--- config.mk ---
export PLATFORM = sky130hd
export DESIGN_NAME = fpu_scheduler
export DESIGN_NICKNAME = d
export VERILOG_FILES = /design/src/rtl/fpu_scheduler.sv
export SDC_FILE = /design/constraint.sdc
export NUM_CORES = 1
export LEC_CHECK = 0
export CAP_MARGIN = 20
export CORE_UTILIZATION = 46
export DETAILED_ROUTE_END_ITERATION = 16
export PLACE_DENSITY = 0.93
export SYNTH_ARGS = -nofsm -noshare
export SYNTH_HDL_FRONTEND = slang
export SYNTH_SLANG_ARGS = --single-unit
--- constraint.sdc ---
create_clock -name CLK -period 4.15 [get_ports CLK]
set_input_delay 0.83 -clock CLK [delete_from_list [all_inputs] [get_ports CLK]]
set_output_delay 0.83 -clock CLK [all_outputs]
set_load 0.01 [all_outputs]
--- src/rtl/fpu_scheduler.sv ---
// fpu_scheduler: round-robin issue of requester operations to one shared
// pipelined FP32 unit, with credit-limited, in-order result return.
module fpu_scheduler #(
  parameter int REQ_COUNT   = 4,
  parameter int FPU_LATENCY = 4,
  parameter int RSP_DEPTH   = 4
) (
  input  logic                         CLK,
  input  logic                         nRST,
  input  logic                         EN,
  input  logic [REQ_COUNT-1:0]         REQ_VALID,
  output logic [REQ_COUNT-1:0]         REQ_READY,
  input  logic [2*REQ_COUNT-1:0]       REQ_OP,
  input  logic [32*REQ_COUNT-1:0]      REQ_A,
  input  logic [32*REQ_COUNT-1:0]      REQ_B,
  output logic                         FPU_EN,
  output logic [1:0]                   FPU_OP,
  output logic [31:0]                  FPU_A,
  output logic [31:0]                  FPU_B,
  input  logic                         FPU_VALID,
  input  logic [31:0]                  FPU_RESULT,
  output logic                         RSP_VALID,
  output logic [$clog2(REQ_COUNT)-1:0] RSP_ID,
  output logic [31:0]                  RSP_DATA,
  input  logic                         RSP_READY,
  output logic                         BUSY
);

  localparam int ID_W  = $clog2(REQ_COUNT);
  localparam int PTR_W = $clog2(RSP_DEPTH);
  localparam int CNT_W = PTR_W + 1;

  // Reject parameter sets the credit and pointer arithmetic cannot handle
  if (REQ_COUNT < 2 || REQ_COUNT > 8 || FPU_LATENCY < 1 || FPU_LATENCY > 16 ||
      RSP_DEPTH < 2 || RSP_DEPTH > 16 || (RSP_DEPTH & (RSP_DEPTH - 1)) != 0) begin : g_bad_params
    $error("fpu_scheduler: parameter out of supported range");
  end

  typedef enum logic [1:0] {IDLE = 2'd0, RUN = 2'd1, DRAIN = 2'd2} state_t;

  state_t            state;
  logic [ID_W-1:0]   ptr;
  logic              error_flag;

  logic [ID_W-1:0]   tag_mem [RSP_DEPTH];
  logic [PTR_W-1:0]  tag_wr, tag_rd;
  logic [CNT_W-1:0]  tag_count;

  logic [ID_W-1:0]   res_id_mem   [RSP_DEPTH];
  logic [31:0]       res_data_mem [RSP_DEPTH];
  logic [PTR_W-1:0]  res_wr, res_rd;
  logic [CNT_W-1:0]  res_count;

  logic              grant_found;
  logic [ID_W-1:0]   grant_idx;
  logic [ID_W:0]     cand;
  logic [CNT_W:0]    credit_used;
  logic              credit_ok;
  logic              transfer;
  logic              tag_pop;
  logic              res_pop;
  logic              busy;
  logic [1:0]        sel_op;
  logic [31:0]       sel_a, sel_b;

  assign tag_pop     = FPU_VALID && (tag_count != '0);
  assign RSP_VALID   = (res_count != '0);
  assign res_pop     = RSP_VALID && RSP_READY;
  assign RSP_ID      = RSP_VALID ? res_id_mem[res_rd] : '0;
  assign RSP_DATA    = RSP_VALID ? res_data_mem[res_rd] : '0;
  assign busy        = (tag_count != '0) || (res_count != '0) || FPU_EN;
  assign BUSY        = busy;
  assign credit_used = {1'b0, tag_count} + {1'b0, res_count} - {{CNT_W{1'b0}}, res_pop};
  assign credit_ok   = credit_used < (CNT_W + 1)'(RSP_DEPTH);
  assign transfer    = (state == RUN) && EN && credit_ok && grant_found;

  // Round-robin search for the first valid requester starting at ptr
  always_comb begin
    grant_found = 1'b0;
    grant_idx   = '0;
    cand        = '0;
    for (int k = 0; k < REQ_COUNT; k++) begin
      cand = {1'b0, ptr} + (ID_W + 1)'(k);
      if (cand >= (ID_W + 1)'(REQ_COUNT)) cand = cand - (ID_W + 1)'(REQ_COUNT);
      if (!grant_found && REQ_VALID[cand[ID_W-1:0]]) begin
        grant_found = 1'b1;
        grant_idx   = cand[ID_W-1:0];
      end
    end
  end

  // One-hot grant for the selected requester when issue is allowed
  always_comb begin
    REQ_READY = '0;
    if (transfer) REQ_READY[grant_idx] = 1'b1;
  end

  // Operand mux for the granted requester
  always_comb begin
    sel_op = '0;
    sel_a  = '0;
    sel_b  = '0;
    for (int i = 0; i < REQ_COUNT; i++) begin
      if (grant_idx == ID_W'(i)) begin
        sel_op = REQ_OP[2*i +: 2];
        sel_a  = REQ_A[32*i +: 32];
        sel_b  = REQ_B[32*i +: 32];
      end
    end
  end

  // Scheduler mode: grants only in RUN, DRAIN finishes outstanding work
  always_ff @(posedge CLK or negedge nRST) begin
    if (!nRST) begin
      state <= IDLE;
    end else begin
      case (state)
        IDLE:    if (EN) state <= RUN;
        RUN:     if (!EN) state <= busy ? DRAIN : IDLE;
        DRAIN:   if (EN) state <= RUN;
                 else if (!busy) state <= IDLE;
        default: state <= IDLE;
      endcase
    end
  end

  // Registered issue to the FP unit and round-robin pointer advance
  always_ff @(posedge CLK or negedge nRST) begin
    if (!nRST) begin
      FPU_EN <= 1'b0;
      FPU_OP <= '0;
      FPU_A  <= '0;
      FPU_B  <= '0;
      ptr    <= '0;
    end else begin
      FPU_EN <= transfer;
      if (transfer) begin
        FPU_OP <= sel_op;
        FPU_A  <= sel_a;
        FPU_B  <= sel_b;
        ptr    <= (grant_idx == ID_W'(REQ_COUNT - 1)) ? '0 : grant_idx + ID_W'(1);
      end
    end
  end

  // Tag and result FIFO bookkeeping plus the stray-result error flag
  always_ff @(posedge CLK or negedge nRST) begin
    if (!nRST) begin
      tag_wr     <= '0;
      tag_rd     <= '0;
      tag_count  <= '0;
      res_wr     <= '0;
      res_rd     <= '0;
      res_count  <= '0;
      error_flag <= 1'b0;
    end else begin
      if (transfer) tag_wr <= tag_wr + PTR_W'(1);
      if (tag_pop) begin
        tag_rd <= tag_rd + PTR_W'(1);
        res_wr <= res_wr + PTR_W'(1);
      end
      if (res_pop) res_rd <= res_rd + PTR_W'(1);
      tag_count <= tag_count + CNT_W'(transfer) - CNT_W'(tag_pop);
      res_count <= res_count + CNT_W'(tag_pop) - CNT_W'(res_pop);
      if (FPU_VALID && (tag_count == '0)) error_flag <= 1'b1;
    end
  end

  // FIFO storage; contents need no reset because the counts gate every read
  always_ff @(posedge CLK) begin
    if (transfer) tag_mem[tag_wr] <= grant_idx;
    if (tag_pop) begin
      res_id_mem[res_wr]   <= tag_mem[tag_rd];
      res_data_mem[res_wr] <= FPU_RESULT;
    end
  end

endmodule

==> results.cfg, run 1 <==
[route]
wire_per_inst_um = 21.4
vias = 9011
drtIter0Drc = 560
vias_per_cell = 5.41
ant_nets = 0
first_pass_iters = 5
drcViolationCount = 0
wirelength_um = 35600

[finish]
drive_above_1_share = 0.128
fillCellCount = 1719
num-nets-final = 1644
area_delta_synth_final_pct = 46.6
final_util = 0.688

[cts]
ctsResizeCount = 2
cts-htree-levels = 1
hold_buffers = 0
insertion_delay_ns = 0.52
cts_tree = done
clock_sinks = 229
post_cts_buffers = 0
cts_buffers = 26
clockRootBuffer = clkbuf_16
clkTransAtPathRegs_ns = 0.06
clockBufferDepth = 3

[global_routing]
grt_pass1_wl_um = 53300
grt_pass1_vias = 9361
grt_max_degree = 133
grt_usage = 0.274
antenna_found_initial = 8
grt_overflow = 0

[synthesis]
synth_top_area_cell = edfxtp_1
synth_commonest_cells = edfxtp_1 (144), a21oi_1 (127), dfrtp_1 (85)
ys_types = 42
netlist_area_sq_um = 11500
synthArstFlopShare = 0.371
yosys_warnings = 0
synth_area_leaders = edfxtp_1 (38%), dfrtp_1 (19%), mux4_2 (7.1%)
netlist_instances = 932
synth-seq-cells = 229
synth_fp_nets = 1258
synth-seq-area-share = 0.563
synth_ff_type = edfxtp_1
synth_most_common_cell = edfxtp_1
synth_edf_count = 144
avgSynthCellArea_sq_um = 12.3
synth_top_area_frac = 0.378

[floorplan]
die_width_um = 160
start_util = 0.469
pin_count = 412
dieArea_sq_um = 25500
coreArea_sq_um = 24400
num_rows = 57
die_y_um = 160

[timing]
fin_crit_sh = 0.982
drv_slew = 0
setup_violations = 0
hold_violations = 0
fin_setup_tns_ns = 0
maxSlewHeadroom = 0.343
skew_ns = 0.0221
finalCriticalPeriod_ns = 4.08
worstMarginPinSlew_ns = 0.984
rsz0062_at_grt = no
max_freq_mhz = 245

[pwr]
p_leak_nw = 6.54
worst_ir_drop_vdd_uv = 382
power_density_nw_per_um2 = 671

[placed_design]
dp_hpwl_um = 25700
io_buffers = 411
place_congestion = 0.907

[worst_setup_path]
worstPathRequired_ns = 3.32
startpoint_type = input port
crit_fanout = 5
crit_type = input port to primary output
path_cells = clkdlybuf4s15_1 > o31ai_4 > or2_2 > ha_1 > nand2_1 > o311a_1 > mux2_4 > inv_4 > and2_1 > clkdlybuf4s50_1
critPathArrivalTime_ns = 3.25
slowest_stage = clkdlybuf4s50_1
max_stage_delay_ns = 0.53
end_kind = primary output

[status]
outcome = finished clean

[flow_run]
drv_cap = 0

[worst_hold_path]
hold_class = input port to asynchronous set/reset pin
[power by group]
part,total (mW),switching [mW],internal (mW)
sequential,3.50,0.369,3.13
clock,2.41,0.909,1.50
combinational,5.37,2.56,2.81
total,11.3,3.84,7.43
[layer usage]
metal / vias up / track usage / wire (um)
met2: 421 / 0.486 / 18400
li1: 4168 / - / -
met5: - / 0 / 32
met4: 4 / 0.110 / 1280
met1: 4343 / 0.312 / 12900
met3: 75 / 0.0771 / 3050
[final cells by class]
type                       instances  area, sq um  area share
tap                              324          405      0.0241
clock inverter                    17          221      0.0132
sequential                       229         6450       0.384
clock buffer                      30          687      0.0409
timing repair buffer             429         4300       0.256
inverter                          85          322      0.0192
multi-input combinational        547         4390       0.262
antenna                            6         15.0    0.000894
[sequential cells by signal, indices dropped and copies added (netlist names), 3 cells and up]
signal / cells
FPU_B: 32
FPU_A: 32
tag_mem: 8
tag_count: 3
res_id_mem: 8
res_count: 3
res_data_mem: 128
[placed cells by master, fill, tap and decap left out, types with 3 or more instances in the layout]
cell type and n:
clkdlybuf4s50_1 408, edfxtp_1 144, a21oi_1 127, inv_1 84, dfrtp_1 83, nand2_1 70, o21ai_0 65, a22o_1 63
mux2_2 58, and2_1 43, mux4_2 36, clkbuf_16 27, ha_1 15, buf_4 15, xnor2_1 11, mux2_4 10
diode_2 6, o31ai_1 5, and3_1 5, clkinv_1 5, bufinv_16 5, nor2_1 4, nor2b_1 4, buf_12 4
mux2i_1 3, a221oi_1 3, ha_4 3, clkbuf_1 3
[path summary, 6_finish.rpt]
path | depth (start not counted) | startpoint | slack, ns | end
max in group asynchronous | 2 | nRST | 2.82 | FPU_A[13]$_DFFE_PN0P_
worst min register to register | 1 | res_rd[1]$_DFFE_PN0P_ | 0.48 | res_rd[1]$_DFFE_PN0P_
worst max-delay path | 10 | RSP_READY | 0.07 | REQ_READY[0]
min in group CLK | 1 | res_rd[1]$_DFFE_PN0P_ | 0.48 | res_rd[1]$_DFFE_PN0P_
worst min-delay path | 1 | nRST | 0.40 | FPU_A[11]$_DFFE_PN0P_
worst max register to register | 10 | ptr[1]$_DFFE_PN0P_ | 0.93 | FPU_A[31]$_DFFE_PN0P_
[worst max-delay path: cells and delay by family]
family                   cells  cell delay (ns)
multiplexers                 1             0.34
adder cells (fa/ha/maj)      1             0.30
AND/OR/NAND/NOR              3             0.48
AO/OA/AOI/OAI                2             0.40
buffers and inverters        3             0.89
[metrics by stage]
stage          instances  setup slack (ns)  power (mW)  area [sq um]  hold WS, ns
2_1_floorplan        932             0.608        6.52         11500        0.466
3_3_place_gp        1614            -0.226        8.70         15900        0.460
3_5_place_dp        1614            -0.258        8.89         15900        0.467
4_1_cts             1661            0.0400        11.3         16800        0.437
5_1_grt             1667            0.0147        11.9         16800        0.475
6_report            1667            0.0729        11.3         16800        0.398
[logic make-up (layout without fill, tap and decap cells)]
family,Yosys count,in the layout,share of synthesized area
xor gates and xnor gates,13,13,0.00994
adders and majority gates,21,21,0.0243
other,0,6,0
buffers and inverters,156,561,0.0566
and+or+nand+nor,137,137,0.0592
DFF,229,229,0.563
AOI/OAI and AO/OA,269,269,0.143
muxes,107,107,0.144
No activity file was read; power rests on OpenSTA's default activity.
==> run 2, diff against run 1 <==
Settings changed: TNS_END_PERCENT set to 5.
==> results of run 2 <==
Same layout as run 1: the final DEF is identical, and so are final timing and power.
